<file path="src/rtl/proc_ctrl_pkg.sv">
// Shared definitions for the multicycle processor control sequencer:
// opcode values, state encoding, latched op-class encoding and the ALU add code.
package proc_ctrl_pkg;

   localparam logic [4:0] OP_ALU  = 5'b00000;
   localparam logic [4:0] OP_ADDI = 5'b00101;
   localparam logic [4:0] OP_SW   = 5'b00111;
   localparam logic [4:0] OP_LW   = 5'b01000;

   localparam logic [4:0] ALU_ADD = 5'b00000;

   typedef enum logic [2:0] {
      ST_FETCH  = 3'd0,
      ST_DECODE = 3'd1,
      ST_EXEC   = 3'd2,
      ST_MEM    = 3'd3,
      ST_WB     = 3'd4
   } ctrl_state_t;

   typedef enum logic [1:0] {
      CLS_ALU  = 2'd0,
      CLS_ADDI = 2'd1,
      CLS_SW   = 2'd2,
      CLS_LW   = 2'd3
   } op_class_t;

endpackage

</file>
<file path="src/rtl/ctrl_opcode_class.sv">
// Combinational opcode classifier: one-hot flags for the four legal
// instruction classes plus an illegal flag for every other encoding.
module ctrl_opcode_class
   import proc_ctrl_pkg::*;
#(
   parameter int OPCODE_W = 5
) (
   input  logic [OPCODE_W-1:0] i_opcode,
   output logic                o_is_alu,
   output logic                o_is_addi,
   output logic                o_is_sw,
   output logic                o_is_lw,
   output logic                o_is_illegal
);

   assign o_is_alu     = (i_opcode == OPCODE_W'(OP_ALU));
   assign o_is_addi    = (i_opcode == OPCODE_W'(OP_ADDI));
   assign o_is_sw      = (i_opcode == OPCODE_W'(OP_SW));
   assign o_is_lw      = (i_opcode == OPCODE_W'(OP_LW));
   assign o_is_illegal = ~(o_is_alu | o_is_addi | o_is_sw | o_is_lw);

endmodule

</file>
<file path="src/rtl/multicycle_ctrl_fsm.sv">
// Multicycle processor control sequencer: FETCH -> DECODE -> EXEC -> (MEM) -> WB.
// Holds the state register, latched op class and ALU-op field; datapath strobes
// are decoded combinationally from state, op class and the memory ready inputs.
// Optional feature macro CTRL_MEM_TIMEOUT_EN adds a data-memory wait counter that
// abandons the access after WAIT_MAX cycles without dmem_ready.
module multicycle_ctrl_fsm
   import proc_ctrl_pkg::*;
#(
   parameter int OPCODE_W = 5,
   parameter int ALUOP_W  = 5,
   parameter int WAIT_MAX = 15
) (
   input  logic                clock,
   input  logic                reset_n,
   input  logic [OPCODE_W-1:0] opcode,
   input  logic [ALUOP_W-1:0]  alu_op_in,
   input  logic                imem_ready,
   input  logic                dmem_ready,
   output logic                imem_req,
   output logic                ir_we,
   output logic                pc_we,
   output logic                alu_bsel,
   output logic [ALUOP_W-1:0]  alu_op,
   output logic                dmem_req,
   output logic                dmem_we,
   output logic                rf_we,
   output logic                rf_wsel,
   output logic                retire,
   output logic                illegal,
   output logic                mem_timeout,
   output logic [2:0]          state
);

   ctrl_state_t          r_state;
   op_class_t            r_op_q;
   logic [ALUOP_W-1:0]   r_aluop_q;
   op_class_t            w_class;
   logic                 w_is_alu;
   logic                 w_is_addi;
   logic                 w_is_sw;
   logic                 w_is_lw;
   logic                 w_is_illegal;
   logic                 w_mem_timeout;

`ifdef CTRL_MEM_TIMEOUT_EN
   logic [7:0]           r_wait_cnt;
   assign w_mem_timeout = (r_wait_cnt == 8'(WAIT_MAX)) && !dmem_ready;
`else
   logic                 w_unused_wait_max;
   assign w_unused_wait_max = ^8'(WAIT_MAX);
   assign w_mem_timeout     = 1'b0;
`endif

   ctrl_opcode_class #(
      .OPCODE_W (OPCODE_W)
   ) u_class (
      .i_opcode     (opcode),
      .o_is_alu     (w_is_alu),
      .o_is_addi    (w_is_addi),
      .o_is_sw      (w_is_sw),
      .o_is_lw      (w_is_lw),
      .o_is_illegal (w_is_illegal)
   );

   // Collapse classifier flags into the compact op class latched in DECODE.
   always_comb begin
      w_class = CLS_ALU;
      if (w_is_addi)     w_class = CLS_ADDI;
      else if (w_is_sw)  w_class = CLS_SW;
      else if (w_is_lw)  w_class = CLS_LW;
      else if (w_is_alu) w_class = CLS_ALU;
   end

   // State sequencing plus the DECODE-time latches and the optional wait counter.
   always_ff @(posedge clock) begin
      if (!reset_n) begin
         r_state    <= ST_FETCH;
         r_op_q     <= CLS_ALU;
         r_aluop_q  <= '0;
`ifdef CTRL_MEM_TIMEOUT_EN
         r_wait_cnt <= '0;
`endif
      end else begin
         case (r_state)
            ST_FETCH: begin
               if (imem_ready) r_state <= ST_DECODE;
            end
            ST_DECODE: begin
               r_op_q    <= w_class;
               r_aluop_q <= alu_op_in;
               r_state   <= w_is_illegal ? ST_FETCH : ST_EXEC;
            end
            ST_EXEC: begin
`ifdef CTRL_MEM_TIMEOUT_EN
               r_wait_cnt <= '0;
`endif
               if (r_op_q == CLS_SW || r_op_q == CLS_LW) r_state <= ST_MEM;
               else                                      r_state <= ST_WB;
            end
            ST_MEM: begin
               if (dmem_ready) begin
                  r_state <= (r_op_q == CLS_SW) ? ST_FETCH : ST_WB;
               end else if (w_mem_timeout) begin
                  r_state <= ST_FETCH;
               end else begin
`ifdef CTRL_MEM_TIMEOUT_EN
                  r_wait_cnt <= r_wait_cnt + 8'd1;
`endif
               end
            end
            ST_WB: begin
               r_state <= ST_FETCH;
            end
            default: begin
               r_state <= ST_FETCH;
            end
         endcase
      end
   end

   // Strobe decode; everything except the state view is held low while in reset.
   always_comb begin
      imem_req    = 1'b0;
      ir_we       = 1'b0;
      pc_we       = 1'b0;
      alu_bsel    = 1'b0;
      alu_op      = '0;
      dmem_req    = 1'b0;
      dmem_we     = 1'b0;
      rf_we       = 1'b0;
      rf_wsel     = 1'b0;
      retire      = 1'b0;
      illegal     = 1'b0;
      mem_timeout = 1'b0;
      if (reset_n) begin
         case (r_state)
            ST_FETCH: begin
               imem_req = 1'b1;
               ir_we    = imem_ready;
               pc_we    = imem_ready;
            end
            ST_DECODE: begin
               illegal = w_is_illegal;
            end
            ST_EXEC: begin
               alu_op   = (r_op_q == CLS_ALU) ? r_aluop_q : ALUOP_W'(ALU_ADD);
               alu_bsel = (r_op_q != CLS_ALU);
            end
            ST_MEM: begin
               alu_op      = (r_op_q == CLS_ALU) ? r_aluop_q : ALUOP_W'(ALU_ADD);
               alu_bsel    = (r_op_q != CLS_ALU);
               dmem_req    = 1'b1;
               dmem_we     = (r_op_q == CLS_SW);
               retire      = dmem_ready && (r_op_q == CLS_SW);
               mem_timeout = w_mem_timeout;
            end
            ST_WB: begin
               rf_we   = 1'b1;
               rf_wsel = (r_op_q == CLS_LW);
               retire  = 1'b1;
            end
            default: begin
               imem_req = 1'b0;
            end
         endcase
      end
   end

   assign state = r_state;

endmodule
</file>
<file path="config.mk">
export PLATFORM = sky130hd
export DESIGN_NAME = multicycle_ctrl_fsm
export DESIGN_NICKNAME = d
export VERILOG_FILES = /design/src/rtl/proc_ctrl_pkg.sv /design/src/rtl/ctrl_opcode_class.sv /design/src/rtl/multicycle_ctrl_fsm.sv
export SDC_FILE = /design/constraint.sdc
export NUM_CORES = 1
export LEC_CHECK = 0
export ABC_AREA = 1
export CAP_MARGIN = 15
export CORE_MARGIN = 1.5
export CORE_UTILIZATION = 35
export CTS_CLUSTER_DIAMETER = 30
export CTS_CLUSTER_SIZE = 10
export DETAILED_ROUTE_END_ITERATION = 6
export GPL_ROUTABILITY_DRIVEN = 1
export PLACE_DENSITY = 0.73
export SYNTH_ARGS = -nofsm -noshare
export SYNTH_HDL_FRONTEND = slang
export SYNTH_SLANG_ARGS = --single-unit
</file>
<file path="constraint.sdc">
create_clock -name clock -period 3.4 [get_ports clock]
set_clock_uncertainty 0.15 [all_clocks]
set_input_delay 0.68 -clock clock [delete_from_list [all_inputs] [get_ports clock]]
set_output_delay 0.68 -clock clock [all_outputs]
set_load 0.005 [all_outputs]
</file>
==> impl_metrics.yaml <==
power:
  power_uw: 305
  irDropWorstVdd_v: 0.000199
  power_density_nw_per_um2: 320
  leakagePower_uw: 0.000404
critical_path:
  critPathKind: "input port to output port"
  cp_num_buf_inv: 3
  critPathMaxFanout: 7
  crit_top_cell: "clkdlybuf4s50_1"
  endpoint_kind: "output port"
  slowest_delay_ps: 580
  cp_cell_sequence: "clkdlybuf4s50_1 > inv_1 > nor3b_1 > clkdlybuf4s50_1"
  slowest_stage: "clkdlybuf4s50_1"
  critPathTopFamily: "buffers and inverters"
  crit_required_ps: 2570
  crit_arrival_ps: 2260
  critPathLaunchType: "input port"
timing:
  period_needed_ps: 3090
  setup_viol: 0
  period_share_pct: 90.8
  rsz0062_at_grt: "no"
  hold-worst-slack_ps: 307
  slew_viol_final: 0
  tns_ps: 0
  fmax_ghz: 0.324
  hold_viol: 0
clock_network:
  cts_root_buf: "clkbuf_4"
  clock_latency_ps: 270
  cts_num_sinks: 10
  clk_pin_slew_ps: 70
  cts_resized: 0
  post_cts_buffers: 0
  numCtsBuffers: 3
  cts_tree: "done"
  cts-htree-levels: 1
  cts-hold-fix-buffers: 0
  clk_path_buf_depth: 2
cells_and_area:
  multiInputGateArea_sq_um: 309
  fillCellCount: 161
  drive_gt1_share_pct: 8.40
  syn_to_final_growth_pct: 56.4
  seq_area_sq_um: 200
  final_util_pct: 60.6
  fin_nets: 146
  n_antenna_cell: 0
synth:
  netlist_area_sq_um: 611
  synth_warnings: 0
  synth_cell_types: 18
  avgSynthCellArea_sq_um: 6.17
  synth-seq-area-share_pct: 32.8
  synth_seq_cells: 10
  syn-num-nets: 113
  netlist_instances: 99
global_route:
  overflow: 0
  grt_usage_pct: 16.6
  grt_first_pass_wirelength_um: 2460
  first_global_vias: 620
  antenna_found_initial: 0
  grt_max_degree: 15
routing:
  vias: 713
  drt-pass1-iter-count: 4
  ant_nets: 0
  wl_per_cell_um: 9.99
  via_per_inst: 4.85
  drc: 0
  drtIter0Drc: 14
  wl_um: 1470
place:
  io_buffers: 31
  dp_hpwl_um: 1160
  gp_congestion: 0.820
die:
  coreArea_sq_um: 1580
  core.rowCount: 14
  fp.dieH_um: 44.8
  dieWidth_um: 44.8
  die_area_sq_um: 2000
  io_pins: 33
  start_util_pct: 38.7
status:
  outcome: "completed"
hold_path:
  hold_class: "flop to flop"
run:
  drv_cap: 0
final timing paths:
check                                   from      endpoint  slack [ps]  cells past startpoint
worst max register to register      state[0]     r_op_q[0]        2050                      5
worst min register to register  r_aluop_q[0]  r_aluop_q[0]         310                      2
worst min-delay path            r_aluop_q[0]  r_aluop_q[0]         310                      2
worst max-delay path                 reset_n         pc_we         310                      4
worst register-to-register path: cells and delay by family (launching register included):
kind                   cells  cell delay, ps
AO/OA/AOI/OAI              1             210
buffers and inverters      3             300
flip-flops                 1             370
AND/OR/NAND/NOR            1             210
logic make-up after synthesis:
logic type	Yosys count	synth area share [%]
AO/OA/AOI/OAI	17	14.3
buffers and inverters	23	16.6
other	1	0.614
flip-flops	10	32.8
AND/OR/NAND/NOR	48	35.7
layer usage:
layer / part of all wire [%] / GRT usage [%] / routed length (um)
met5: 0 / 0 / 0
met1: 46 / 21.2 / 671
met2: 46 / 25.5 / 676
met4: 1.1 / 9.09 / 16
met3: 7.1 / 4.00 / 105
power by group:
part           switching [uW]  internal, uW  leakage [uW]
logic                    34.0          33.5      0.000301
registers                3.76           126     0.0000820
clock network            42.8          65.0     0.0000210
total                    80.5           225      0.000404
layout by cell type (no fill, tap or decap), drive strengths merged:
cell type      count
a21oi              9
buf                1
clkbuf             4
clkdlybuf4s50     31
conb               1
dfxtp             10
inv               19
nand2             16
nand3              6
nor2              16
nor3               9
nor3b              1
o21ai              7
o31ai              1
per-stage QoR:
stage / cells / area (sq um) / setup WS, ps
6_report: 147 / 955 / 311
4_1_cts: 147 / 955 / 292
2_1_floorplan: 99 / 611 / 1060
3_3_place_gp: 143 / 918 / 367
5_1_grt: 147 / 955 / 198
3_5_place_dp: 143 / 918 / 315
synthesized netlist by cell type:
master / count / share of area, %
inv_1: 17 / 10
nand2_1: 15 / 9.2
nor2_1: 15 / 9.2
dfxtp_1: 10 / 33
a21oi_1: 9 / 7.4
nor3_1: 7 / 5.7
o21ai_0: 7 / 5.7
nand3_1: 6 / 4.9
buf_4: 2 / 2.5
inv_2: 2 / 1.2
nor3_2: 2 / 3.3
buf_6: 1 / 1.8
clkbuf_1: 1 / 0.61
conb_1: 1 / 0.61
nand2_2: 1 / 1.0
nor2_2: 1 / 1.0
nor3b_1: 1 / 1.2
o31ai_1: 1 / 1.2
layout make-up:
class                           count  area share (%)
Clock buffer                        4            3.80
Inverter                           19            7.47
Multi-Input combinational cell     66            32.4
Sequential cell                    10            21.0
Tap cell                           16            2.10
Timing Repair Buffer               32            33.3
registers in the layout, indices dropped and copies added (netlist names):
signal     flops
state          3
r_op_q         2
r_aluop_q      5
Power figures use the tool's default switching activity.
